**src/rtl/piso_y_pkg.sv**
```systemverilog
// Shared sizing for the piso_y parallel-to-serial converter.
// DATA_WIDTH and PE_NUM are defined only here; every other file imports them.
package piso_y_pkg;
   localparam int DATA_WIDTH = 16;
   localparam int PE_NUM     = 32;
   localparam int WORD_W     = 2 * DATA_WIDTH;
   localparam int FRAME_W    = PE_NUM * WORD_W;
   localparam int CNT_W      = (PE_NUM > 1) ? $clog2(PE_NUM) : 1;
   localparam logic [CNT_W-1:0] LAST_LANE = CNT_W'(PE_NUM - 1);
endpackage

```
**src/rtl/piso_y.sv**
```systemverilog
// Parallel frame in, one complex word per cycle out. A hold register decouples the
// producer from the shifter so the next frame can start with no bubble.
module piso_y
   import piso_y_pkg::*;
(
   input  logic               clk,
   input  logic               rst,
   input  logic               p_in_v,
   input  logic [FRAME_W-1:0] p_in,
   output logic               p_in_rdy,
   input  logic               s_out_rdy,
   output logic               s_out_v,
   output logic [WORD_W-1:0]  s_out,
   output logic               s_out_last
);

   logic [FRAME_W-1:0] r_hold;
   logic               r_hold_full;
   logic [FRAME_W-1:0] r_shift;
   logic [CNT_W-1:0]   r_cnt;
   logic               r_busy;

   logic w_accept, w_consume, w_last, w_xfer;

   assign w_last    = (r_cnt == LAST_LANE);
   assign w_consume = r_busy && s_out_rdy;
   assign w_accept  = p_in_v && p_in_rdy;
   // Refill the shifter when idle, or on the very edge its last lane leaves.
   assign w_xfer    = r_hold_full && (!r_busy || (w_consume && w_last));

   assign p_in_rdy   = !r_hold_full && !rst;
   assign s_out_v    = r_busy;
   assign s_out      = r_busy ? r_shift[WORD_W-1:0] : '0;
   assign s_out_last = r_busy && w_last;

   always_ff @(posedge clk) begin
      if (rst) begin
         r_hold      <= '0;
         r_hold_full <= 1'b0;
         r_shift     <= '0;
         r_cnt       <= '0;
         r_busy      <= 1'b0;
      end else begin
         // accept and transfer are exclusive: accept needs the hold empty
         if (w_accept) begin
            r_hold      <= p_in;
            r_hold_full <= 1'b1;
         end
         if (w_xfer) begin
            r_shift     <= r_hold;
            r_cnt       <= '0;
            r_busy      <= 1'b1;
            r_hold_full <= 1'b0;
         end else if (w_consume) begin
            r_shift <= r_shift >> WORD_W;
            if (w_last) begin
               r_cnt  <= '0;
               r_busy <= 1'b0;
            end else begin
               r_cnt <= r_cnt + CNT_W'(1);
            end
         end
      end
   end

endmodule

```
**config.mk**
```make
export PLATFORM = sky130hd
export DESIGN_NAME = piso_y
export DESIGN_NICKNAME = d
export VERILOG_FILES = /design/src/rtl/piso_y_pkg.sv /design/src/rtl/piso_y.sv
export SDC_FILE = /design/constraint.sdc
export NUM_CORES = 2
export LEC_CHECK = 0
export CAP_MARGIN = 20
export CORE_UTILIZATION = 35
export CTS_CLUSTER_DIAMETER = 80
export DETAILED_ROUTE_END_ITERATION = 16
export PLACE_DENSITY_LB_ADDON = 0.2
export RECOVER_POWER = 25
export SYNTH_ARGS = -nofsm -noshare
export SYNTH_HDL_FRONTEND = slang
export SYNTH_SLANG_ARGS = --single-unit
```
**constraint.sdc**
```tcl
create_clock -name clk -period 2.75 [get_ports clk]
set_input_delay 0.55 -clock clk [delete_from_list [all_inputs] [get_ports clk]]
set_output_delay 0.55 -clock clk [all_outputs]
set_load 0.02 [all_outputs]
```
# After elaboration in Yosys (flattened, before gate mapping)

Index checks and enable logic that the tools add are counted.

Magnitude comparators: 0
$mul: 0
Div/mod/pow operators: 0
Equal/unequal tests: 1
Reductions and logical operators: 14
Add/subtract/negate cells: 1
Shift-type cells: 0
Bitwise gates (word level): 0
Multiplexer cells: 7

Operator list:

| kind                  | count |
|---|---|
| $mux W1024            | 2 |
| $mux W32              | 1 |
| $logic_and A1 B1 Y1   | 6 |
| $add A5 B1 Y5 const B | 1 |
| $eq A5 B5 Y1 const B  | 1 |
| $mux W5               | 1 |
| $reduce_bool A2 Y1    | 2 |
| $logic_not A1 Y1      | 3 |
| $mux W1               | 3 |
| $reduce_and A2 Y1     | 1 |
| $reduce_or A2 Y1      | 1 |
| $logic_or A1 B1 Y1    | 1 |

Bits in writable memories: 0
Memories: 0
Latch bits: 0
Logic and storage cells: 28
Register bits: 2055
Input bits: 1028
Memory bits (read-only): 0

# Logic depth before layout (Yosys ltp)

Depth after elaboration: 6
Gate-level depth with buffers: 10

# Worst setup path after synthesis

No wires, ideal clock.

Path type: input to output
Start point: in rst
End point: out p_in_rdy
Path buffers: 5
Stages on the path: 6
Data required time: 2.200 ns
Data arrival time: 1.629 ns
Setup slack: 0.571 ns
Path through: buf_2 buf_2 buf_2 buf_2 buf_1 nor2_1

Word-level cells in the longest chain between the ends: 2

Ends and longest elaborated chain:

| item                | RTL line     | text |
|---|---|---|
| start, declared     | piso_y.sv:7  | `input logic rst,` |
| $logic_not A1 Y1    | piso_y.sv:31 | `assign p_in_rdy = !r_hold_full && !rst;` |
| $logic_and A1 B1 Y1 | piso_y.sv:31 |  |
| end, declared       | piso_y.sv:10 | `output logic p_in_rdy,` |

Every way passes these cells.

# Worst setup path after layout

Start point: reg r_busy (netlist: s_out_v)
End point: out s_out_v

RTL lines:

| item                   | RTL line     | text |
|---|---|---|
| start, declared        | piso_y.sv:21 | `logic r_busy;` |
| start signal, assigned | piso_y.sv:42 | `r_busy <= 1'b0;` |
| start signal, assigned | piso_y.sv:52 | `r_busy <= 1'b1;` |
| start signal, assigned | piso_y.sv:58 | `r_busy <= 1'b0;` |
| end, declared          | piso_y.sv:12 | `output logic s_out_v,` |

No word-level cell between the ends.

==> run summary <==
• result of the run: finished, final reports clean
• Setup-failing EPs final: 0
• largest area contributor in the synthesized netlist: sky130_fd_sc_hd__dfxtp_1
• count of state elements after synthesis: 2055
• Least-Margin Pin Slew: 1.045 ns
• final antenna-violating net count: 0
• fraction of met2 tracks used by global routing: 40.49%
• fraction of synthesis flops using an asynchronous set or reset pin: 0%
• share of post-route cells with drive strength above 1: 9.244%
• placed cell count: 13999
• port buffer count: 1062
• number of global-route vias before repair: 79327
• leading register cell type out of synthesis: sky130_fd_sc_hd__dfxtp_1
• biggest area contributors in the synthesized netlist: sky130_fd_sc_hd__dfxtp_1, sky130_fd_sc_hd__nor3_1, sky130_fd_sc_hd__nand2b_1, sky130_fd_sc_hd__and3_1, sky130_fd_sc_hd__a221oi_1
• wire length of the first global-routing pass: 533900 um
• total power after layout: 78150 uW
• maximum number of pins on one net before global-route repair: 251
• cell at the root of the clock tree: sky130_fd_sc_hd__clkbuf_16
• biggest fanout along the worst timing path: 3
• number of remaining DRC errors: 0
• initial antenna violation count: 46
• CTS Hold Buffers Added: 0
• CTS clk-pin slew, worst paths: 0.06 ns
• 1st-iter DRT viols: 8482
• global-route usage over all layers: 27.08%
• die width: 509.0 um
• final core utilization: 43.55%
• number of synthesized flops with an enable pin: 0
• Final HPWL DP: 253500 um
• vias post-DR: 82896
• placeable core region: 254900 um^2
• static power due to leakage: 0.04206 uW
• post-detailed-route wirelength per cell: 25.41 um
• CTS Sinks: 2055
• startpoint type of the worst setup path: flip-flop
• number of buffers created by CTS: 226
• fraction of post-synthesis cell area in the top cell type by area: 45.72%
• clock tree from TritonCTS: built
• Die Area: 259100 um^2
• clock period minus worst slack: 2.700 ns
• aggregate routed wire length: 367000 um
• last weighted congestion value of the routability-driven placer: 0.9100
• peak supply drop: 620.1 uV
• Final nets: 11896
• CP required: 2.20 ns
• path type of the worst min-delay path: in2reg
• total of max-cap violations: 0
• sum of negative setup slack: 0 ns
• final count of hold timing violations: 0
• arrival time worst endpoint: 2.15 ns
• Remaining Overflow, GRT: 0
• vias per cell: 5.740
• worst hold margin: 0.1120 ns
• Final Max Slew Viols: 0
• fraction of met1 tracks used by global routing: 38.48%
• CTS H-tree lvls: 4
• sequential cell area fraction in the yosys report: 45.72%
• Pre-Repair DR Iteration Count: 6
• number of inserted filler cells in the final layout: 25059
• latest clock arrival within the worst-skew pair: 0.88 ns
• number of buffers between clock root and the deepest sink: 3
• pwr dens: 704.2 nW/um^2
• FMAX: 0.3703 GHz
• std cell rows: 185
• Final Non-Filler Cells: 14443
• category of the critical setup timing path: reg2out
• Max-Slew Margin vs Limit: 30.36%
• die height: 509.0 um
• GRT Max-Usage Layer: met2
• kind of capture point of the worst setup path: primary output
• count of different cell masters after synthesis: 32
• initial core utilization: 35.30%
• period utilisation layout: 98.20%
• area overhead of the layout relative to synthesis: 23.35%
• Final Skew: 0.07283 ns
• average footprint of a synthesized cell: 8.566 um^2
• Synth Instances: 10503
• net count after synthesis: 11533
• summed instance area of the synthesized netlist: 89970 um^2
• top-level I/O count: 1063
• met3 Resource Use GR: 3.935%
• total of warnings raised by yosys: 0
• unrepaired setup endpoints after global routing: false
## flip-flops by register name, indices dropped and copies added, names as in the netlist
| signal | flops |
|---|---|
| r_cnt | 5 |
| r_hold_full | 1 |
| r_hold | 1024 |
| s_out_v | 1 |
| r_shift | 1024 |
## cells by family (layout without fill, tap and decap cells)
family          Yosys count  in the layout  synth area share (%)
other cells               0             21                     0
mux                       2              2               0.02225
buf+inv                1251           1804                 6.441
flops                  2055           2055                 45.72
fa+ha+maj                 2              2               0.02781
simple gates           5104           5104                 29.84
compound gates         2089           2089                 17.95
## per-layer routing
layer	share of wire [%]	up-vias
met5	0.020	-
met4	4.3	10
met3	6.8	506
met2	43	3280
met1	45	40342
li1	-	38758
## timing repair
action,CTS,global route
gates resized for setup,23,2
buffers inserted,5,0
pin swaps,0,0
setup endpoints to repair,35,1
cloned,0,0
## final cells by class
type | instances | area, um^2 | area share, %
multi-input cells | 7197 | 43090 | 38.83
flip-flops and latches | 2055 | 41150 | 37.08
repair buffers | 1385 | 14710 | 13.25
clock buffers | 333 | 6700 | 6.037
well taps | 3366 | 4212 | 3.795
clock inverters | 85 | 1049 | 0.9447
diodes | 21 | 52.55 | 0.04735
inverters | 1 | 20.02 | 0.01804
## power by group
| part | switching, uW | total [uW] | internal, uW | leakage [uW] |
|---|---|---|---|---|
| registers | 2020 | 34400 | 32400 | 0.0169 |
| clock network | 13400 | 31700 | 18300 | 0.00382 |
| logic | 6660 | 12100 | 5450 | 0.0213 |
## worst max-delay path, cell delays in order, from the launching register on
cell                              delay (ns)
sky130_fd_sc_hd__dfxtp_4                0.36
sky130_fd_sc_hd__buf_4                  0.13
sky130_fd_sc_hd__buf_4                  0.13
sky130_fd_sc_hd__clkdlybuf4s50_1        0.65
## cell usage after synthesis (33+ instances only)
library cell / number
sky130_fd_sc_hd__a221oi_1: 692
sky130_fd_sc_hd__buf_6: 37
sky130_fd_sc_hd__nor3_1: 1988
sky130_fd_sc_hd__clkbuf_2: 60
sky130_fd_sc_hd__a21oi_1: 34
sky130_fd_sc_hd__a221oi_2: 300
sky130_fd_sc_hd__clkbuf_1: 738
sky130_fd_sc_hd__buf_2: 311
sky130_fd_sc_hd__nand2b_1: 1024
sky130_fd_sc_hd__nand2_1: 1024
sky130_fd_sc_hd__o21ai_0: 347
sky130_fd_sc_hd__o21ai_1: 679
sky130_fd_sc_hd__and2_1: 33
sky130_fd_sc_hd__dfxtp_1: 2055
sky130_fd_sc_hd__buf_4: 95
sky130_fd_sc_hd__nand3_1: 33
sky130_fd_sc_hd__and3_1: 993
## placed cells by master (no fill, tap or decap), types with 46 or more instances in the layout
| cell type | instances |
|---|---|
| sky130_fd_sc_hd__o21ai_0 | 683 |
| sky130_fd_sc_hd__nand2b_1 | 1024 |
| sky130_fd_sc_hd__clkbuf_8 | 60 |
| sky130_fd_sc_hd__buf_4 | 176 |
| sky130_fd_sc_hd__nand2_1 | 1024 |
| sky130_fd_sc_hd__clkbuf_1 | 66 |
| sky130_fd_sc_hd__clkinv_2 | 46 |
| sky130_fd_sc_hd__o21ai_1 | 343 |
| sky130_fd_sc_hd__a221oi_2 | 300 |
| sky130_fd_sc_hd__a221oi_1 | 692 |
| sky130_fd_sc_hd__nor3_1 | 1988 |
| sky130_fd_sc_hd__dfxtp_1 | 2051 |
| sky130_fd_sc_hd__clkbuf_16 | 228 |
| sky130_fd_sc_hd__buf_12 | 144 |
| sky130_fd_sc_hd__and3_1 | 992 |
| sky130_fd_sc_hd__clkdlybuf4s50_1 | 1026 |
## worst paths after layout
kind / start / to / slack, ns / cells after the start
setup / recovery: s_out_v$_SDFFE_PP0P_ / s_out_v / 0.05 / 3
hold / removal: rst / r_shift[894]$_SDFFE_PP0P_ / 0.11 / 2
setup reg to reg: r_cnt[0]$_SDFFE_PP0P_ / r_shift[560]$_SDFFE_PP0P_ / 0.15 / 7
hold reg to reg: r_hold[614]$_SDFFE_PP0P_ / r_hold[614]$_SDFFE_PP0P_ / 0.47 / 2
## stage by stage
step	worst slack (ns)	area [um^2]
floorplan	0.5714	89970
global placement	0.1523	103300
detailed placement	0.08798	103300
CTS	0.01283	111100
global route	0.003558	111000
finish	0.04960	111000
(Power assumes the default switching activity.)
